==> config.mk <==
export PLATFORM = sky130hd
export DESIGN_NAME = flush_stall_ctrl_reg
export DESIGN_NICKNAME = d
export VERILOG_FILES = /design/src/rtl/flush_stall_ctrl_reg.sv
export SDC_FILE = /design/constraint.sdc
export NUM_CORES = 1
export LEC_CHECK = 0
export CAP_MARGIN = 20
export CORE_MARGIN = 2
export CORE_UTILIZATION = 49
export DETAILED_ROUTE_END_ITERATION = 10
export PLACE_DENSITY_LB_ADDON = 0.15
export RECOVER_POWER = 100
export SYNTH_ARGS = -nofsm -noshare
export SYNTH_HDL_FRONTEND = slang
export SYNTH_SLANG_ARGS = --single-unit
==> constraint.sdc <==
create_clock -name clk -period 4.9 [get_ports clk]
set_clock_uncertainty 0.1 [all_clocks]
set_input_delay 0.735 -clock clk [delete_from_list [all_inputs] [get_ports clk]]
set_output_delay 0.735 -clock clk [all_outputs]
set_load 0.005 [all_outputs]
==> src/rtl/flush_stall_ctrl_reg.sv <==
// ID/EX control-pipeline register with stall hold, multi-cycle NOP flush,
// valid tracking and a saturating count of inserted flush bubbles.
module flush_stall_ctrl_reg #(
  parameter int CTRL_W       = 13,
  parameter int FLUSH_CYCLES = 1,
  parameter int CNT_W        = 16
) (
  input  logic              clk,
  input  logic              rst,
  input  logic [CTRL_W-1:0] ctrl_in,
  input  logic              valid_in,
  input  logic              stall,
  input  logic              flush_req,
  output logic [CTRL_W-1:0] ctrl_out,
  output logic              valid_out,
  output logic              flush_active,
  output logic [CNT_W-1:0]  bubble_cnt
);

  typedef enum logic {IDLE, FLUSH} state_t;

  localparam logic [3:0]       REM_INIT = 4'(FLUSH_CYCLES - 1);
  localparam bit               MULTI    = (FLUSH_CYCLES > 1);
  localparam logic [CNT_W-1:0] CNT_MAX  = {CNT_W{1'b1}};

  state_t            state_q, state_d;
  logic [3:0]        rem_q, rem_d;
  logic [CTRL_W-1:0] ctrl_q, ctrl_d;
  logic              valid_q, valid_d;
  logic              flush_active_q, flush_active_d;
  logic [CNT_W-1:0]  bubble_q, bubble_d;
  logic              insert_bubble;

  always_ff @(posedge clk) begin
    if (rst) begin
      state_q        <= IDLE;
      rem_q          <= '0;
      ctrl_q         <= '0;
      valid_q        <= 1'b0;
      flush_active_q <= 1'b0;
      bubble_q       <= '0;
    end else begin
      state_q        <= state_d;
      rem_q          <= rem_d;
      ctrl_q         <= ctrl_d;
      valid_q        <= valid_d;
      flush_active_q <= flush_active_d;
      bubble_q       <= bubble_d;
    end
  end

  // A flush request always reloads the bubble counter, even mid-flush.
  always_comb begin
    state_d = state_q;
    rem_d   = rem_q;
    if (flush_req) begin
      rem_d   = REM_INIT;
      state_d = MULTI ? FLUSH : IDLE;
    end else if (state_q == FLUSH) begin
      rem_d = rem_q - 4'd1;
      if (rem_q == 4'd1) begin
        state_d = IDLE;
      end
    end
  end

  // Stall only matters when no flush is pending or in progress.
  always_comb begin
    ctrl_d        = ctrl_q;
    valid_d       = valid_q;
    insert_bubble = 1'b0;
    if (flush_req || (state_q == FLUSH)) begin
      ctrl_d        = '0;
      valid_d       = 1'b0;
      insert_bubble = 1'b1;
    end else if (!stall) begin
      ctrl_d  = valid_in ? ctrl_in : '0;
      valid_d = valid_in;
    end
    flush_active_d = (state_d == FLUSH);
    bubble_d       = bubble_q;
    if (insert_bubble && (bubble_q != CNT_MAX)) begin
      bubble_d = bubble_q + CNT_W'(1);
    end
  end

  assign ctrl_out     = ctrl_q;
  assign valid_out    = valid_q;
  assign flush_active = flush_active_q;
  assign bubble_cnt   = bubble_q;

endmodule
==> metrics.txt <==
# TYPE chip_impl_metric gauge
chip_impl_metric{name="worst-r2r-setup-slack",unit="ns"} 2.77
chip_impl_metric{name="h-tree-depth",unit=""} 2
chip_impl_metric{name="initial_standard_cell_utilization_of_the_core",unit="%"} 50.8
chip_impl_info{name="hold-path-endpoint",value="ctrl_out[10]$_SDFFE_PP0N_"} 1
chip_impl_metric{name="num_io_pins",unit=""} 49
chip_impl_metric{name="maximum_achievable_frequency",unit="MHz"} 375
chip_impl_metric{name="timing.critical_path.slowest_cell_delay",unit="ns"} 0.73
chip_impl_metric{name="postSynthNetCount",unit=""} 194
chip_impl_info{name="outcome",value="finished, final reports clean"} 1
chip_impl_metric{name="detail_route.wl_per_cell",unit="um"} 14.4
chip_impl_metric{name="postSynthAreaPerCell",unit="um2"} 8.82
chip_impl_metric{name="detailroute.via_count",unit=""} 1492
chip_impl_metric{name="area.growth.synth_to_final",unit="%"} 33.1
chip_impl_metric{name="synthesis.instances",unit=""} 173
chip_impl_metric{name="synth.ff_latch_count",unit=""} 35
chip_impl_metric{name="dp.final_hpwl",unit="um"} 2630
chip_impl_metric{name="peakVddDrop",unit="V"} 0.000175
chip_impl_metric{name="p_leak",unit="nW"} 0.768
chip_impl_metric{name="grt_pass1_wl",unit="um"} 5700
chip_impl_metric{name="cts_made_buffers",unit=""} 5
chip_impl_info{name="r2r-end",value="bubble_cnt[8]$_SDFFE_PP0P_"} 1
chip_impl_metric{name="route.detailed.vias_per_inst",unit=""} 5.90
chip_impl_metric{name="insertion_delay",unit="ns"} 0.32
chip_impl_metric{name="holdBufCountCts",unit=""} 0
chip_impl_metric{name="synth_async_sr_flop_share",unit="%"} 0
chip_impl_metric{name="utilization",unit="%"} 67.7
chip_impl_info{name="holdCritStartpoint",value="ctrl_out[10]$_SDFFE_PP0N_"} 1
chip_impl_metric{name="post-cts-setup-buffers",unit=""} 0
chip_impl_metric{name="final_max_slew_viol_count",unit=""} 0
chip_impl_info{name="post_synth_main_area_contributors",value="sky130_fd_sc_hd__dfxtp_1 (46%), sky130_fd_sc_hd__a22oi_1 (6.4%), sky130_fd_sc_hd__a21oi_1 (5.2%)"} 1
chip_impl_info{name="timing.critical_path.from_type",value="input port"} 1
chip_impl_metric{name="drt-total-wl",unit="um"} 3640
chip_impl_metric{name="drt-initial-drc-count",unit=""} 57
chip_impl_metric{name="report.final.setup_viol",unit=""} 0
chip_impl_metric{name="clock_slew_seen_by_the_registers_of_the_worst_setup_and_hold_paths",unit="ns"} 0.10
chip_impl_metric{name="layout_min_cycle_time",unit="ns"} 2.66
chip_impl_metric{name="slew-limit-headroom",unit="%"} 39.1
chip_impl_metric{name="stdcell_count",unit=""} 253
chip_impl_metric{name="finalWeightedCongestion",unit=""} 0.848
chip_impl_metric{name="drc_errors",unit=""} 0
chip_impl_metric{name="die_height",unit="um"} 59.8
chip_impl_info{name="worst_r2r_startpoint",value="bubble_cnt[0]$_SDFFE_PP0P_"} 1
chip_impl_info{name="worst_path_max_delay_cell",value="sky130_fd_sc_hd__dlygate4sd3_1"} 1
chip_impl_metric{name="required",unit="ns"} 5.05
chip_impl_metric{name="tightestPinTransition",unit="ns"} 0.912
chip_impl_metric{name="first_pass_iters",unit=""} 4
chip_impl_metric{name="cts.repair.resized",unit=""} 0
chip_impl_metric{name="syn_area",unit="um2"} 1530
chip_impl_metric{name="synthDistinctLibCells",unit=""} 36
chip_impl_metric{name="post_synth_edffs",unit=""} 0
chip_impl_info{name="class_of_the_most_critical_setup_path",value="input port to register"} 1
chip_impl_metric{name="register_area_share_after_synthesis",unit="%"} 45.9
chip_impl_info{name="dominantRegCellSynth",value="sky130_fd_sc_hd__dfxtp_1"} 1
chip_impl_metric{name="final_hold_viol_count",unit=""} 0
chip_impl_metric{name="min_path_cells",unit=""} 2
chip_impl_metric{name="numPlacedInstances",unit=""} 244
chip_impl_info{name="timing.critical_path.cells",value="dlygate4sd3_1, o21ai_0, or3_1, or4_1, a21oi_1"} 1
chip_impl_metric{name="antenna_cells",unit=""} 0
chip_impl_metric{name="setup_total_negative_slack",unit="ns"} 0
chip_impl_info{name="cts_tree",value="built"} 1
chip_impl_info{name="yosysTopAreaCell",value="sky130_fd_sc_hd__dfxtp_1"} 1
chip_impl_info{name="critPathTopFamily",value="simple AND/OR/NAND/NOR gates"} 1
chip_impl_metric{name="reg2regPathDepth",unit=""} 5
chip_impl_metric{name="timing.critical_path.arrival",unit="ns"} 2.81
chip_impl_metric{name="clock-sinks",unit=""} 35
chip_impl_info{name="cts_root_buf",value="sky130_fd_sc_hd__clkbuf_4"} 1
chip_impl_metric{name="grt_overflow_total",unit=""} 0
chip_impl_metric{name="max-clock-path-buffers",unit=""} 2
chip_impl_metric{name="final_layout_size_suffix_gt1_share",unit="%"} 4.55
chip_impl_metric{name="synth-warning-count",unit=""} 0
chip_impl_metric{name="timing.critical_path.fanout_max",unit=""} 10
chip_impl_metric{name="die-area",unit="um2"} 3580
chip_impl_metric{name="drt.antenna.violating_nets",unit=""} 0
chip_impl_metric{name="top_area_cell_type_share_of_the_netlist_area",unit="%"} 45.9
chip_impl_metric{name="grt_start_max_net_pins",unit=""} 23
chip_impl_metric{name="number_of_antenna_violations_at_the_first_check_in_global_routing",unit=""} 0
chip_impl_metric{name="max_cap_violations",unit=""} 0
chip_impl_metric{name="layout_worst_path_cycle_share",unit="%"} 54.4
chip_impl_metric{name="grt.total_usage",unit="%"} 20.8
chip_impl_info{name="holdCritPathClass",value="register to register"} 1
chip_impl_metric{name="power-per-cell-area",unit="nW/um2"} 233
chip_impl_metric{name="rows",unit=""} 20
chip_impl_metric{name="cp.buffers_inverters",unit=""} 1
chip_impl_metric{name="filler_cell_count",unit=""} 270
chip_impl_info{name="crit_path_end_kind",value="register"} 1
chip_impl_metric{name="core-area",unit="um2"} 3000
chip_impl_metric{name="die_width",unit="um"} 59.8
chip_impl_metric{name="final_nets",unit=""} 240
chip_impl_metric{name="number_of_global_route_vias_before_repair",unit=""} 1368
chip_impl_metric{name="port_buffers",unit=""} 48
chip_impl_info{name="unrepaired_setup_endpoints_after_global_routing",value="false"} 1
-- logic make-up after synthesis --
group | count (synthesis) | share of synthesized area, %
xor+xnor | 3 | 1.72
simple gates | 68 | 23.5
fa+ha+maj | 3 | 2.46
buf+inv | 15 | 5.57
compound gates | 49 | 20.8
flops | 35 | 45.9
-- flip-flops by register name (all words and copies together), names as in the netlist --
name	count
ctrl_out	13
flush_active	1
valid_out	1
rem_q	4
bubble_cnt	16
-- worst max-delay path by stage --
stage | cells after the start | endpoint | start
4_1_cts | 5 | bubble_cnt[9]$_SDFFE_PP0P_ | flush_req
3_3_place_gp | 5 | bubble_cnt[10]$_SDFFE_PP0P_ | flush_req
2_1_floorplan | 6 | bubble_cnt[10]$_SDFFE_PP0P_ | flush_req
6_report | 5 | bubble_cnt[8]$_SDFFE_PP0P_ | flush_req
5_1_grt | 5 | bubble_cnt[10]$_SDFFE_PP0P_ | flush_req
3_5_place_dp | 5 | bubble_cnt[15]$_SDFFE_PP0P_ | flush_req
-- worst register-to-register path: cells and delay by family, from the launching register on --
family	cells	cell delay [ns]
AOI/OAI and AO/OA	2	0.34
adders and majority gates	1	0.25
DFF	1	0.40
and+or+nand+nor	2	0.98
-- placed cells by master (no fill, tap or decap) --
cell type,count
sky130_fd_sc_hd__nand3_2,1
sky130_fd_sc_hd__o211a_1,1
sky130_fd_sc_hd__nor2_1,20
sky130_fd_sc_hd__o21a_1,2
sky130_fd_sc_hd__clkdlybuf4s50_1,14
sky130_fd_sc_hd__nand2_1,8
sky130_fd_sc_hd__a21oi_1,16
sky130_fd_sc_hd__or3_2,1
sky130_fd_sc_hd__a41o_1,1
sky130_fd_sc_hd__and3_2,1
sky130_fd_sc_hd__clkbuf_1,3
sky130_fd_sc_hd__nand4_1,5
sky130_fd_sc_hd__xor2_1,1
sky130_fd_sc_hd__ha_1,3
sky130_fd_sc_hd__o21ai_0,8
sky130_fd_sc_hd__o31ai_1,5
sky130_fd_sc_hd__or4_1,4
sky130_fd_sc_hd__or3_1,9
sky130_fd_sc_hd__a22oi_1,13
sky130_fd_sc_hd__xnor2_1,2
sky130_fd_sc_hd__o41ai_1,1
sky130_fd_sc_hd__dlygate4sd3_1,34
sky130_fd_sc_hd__nand3_1,4
sky130_fd_sc_hd__or3b_2,1
sky130_fd_sc_hd__a2111oi_0,1
sky130_fd_sc_hd__nor4b_1,1
sky130_fd_sc_hd__dfxtp_1,35
sky130_fd_sc_hd__clkinv_2,1
sky130_fd_sc_hd__inv_1,5
sky130_fd_sc_hd__clkbuf_4,5
sky130_fd_sc_hd__and2_1,1
sky130_fd_sc_hd__a31oi_1,1
sky130_fd_sc_hd__nor4_1,2
sky130_fd_sc_hd__and4_1,1
sky130_fd_sc_hd__nor3_1,8
sky130_fd_sc_hd__nor2b_1,1
-- synth_stat cells, drive strengths merged, types with 2 or more instances --
| cell | instances |
|---|---|
| dfxtp | 35 |
| nor2 | 20 |
| a21oi | 16 |
| a22oi | 13 |
| or3 | 10 |
| clkbuf | 8 |
| nand2 | 8 |
| nor3 | 8 |
| o21ai | 8 |
| inv | 5 |
| nand3 | 5 |
| nand4 | 5 |
| o31ai | 5 |
| or4 | 4 |
| ha | 3 |
| buf | 2 |
| nor4 | 2 |
| o21a | 2 |
| xnor2 | 2 |
-- per-stage QoR --
step	total power [mW]	cell area, um2	hold WS (ns)	worst slack [ns]
after floorplan	0.314	1530	0.368	2.75
after global placement	0.335	1980	0.369	2.15
after detailed placement	0.337	1980	0.397	2.09
after CTS	0.481	2030	0.424	2.43
after global routing	0.494	2030	0.454	2.14
final	0.472	2030	0.415	2.24
-- power by group --
group | internal [mW] | switching (mW)
combinational | 0.0217 | 0.0163
clock | 0.0559 | 0.0882
sequential | 0.288 | 0.00245
-- layout make-up --
type                            instances  area [um2]  share of cell area (%)
Clock buffer                            7        45.0                    2.22
Clock inverter                          1        5.00                   0.246
Inverter                                5        18.8                   0.924
Multi-Input combinational cell        123         737                    36.3
Sequential cell                        35         701                    34.5
Tap cell                               33        41.3                    2.03
Timing Repair Buffer                   49         484                    23.8
-- metal layers --
layer  wire [um]  track usage, %
met3         194            4.76
met1        1560            22.9
met4          16            8.57
met5           0               0
met2        1860            37.9
No activity file was read; power rests on OpenSTA's default activity.
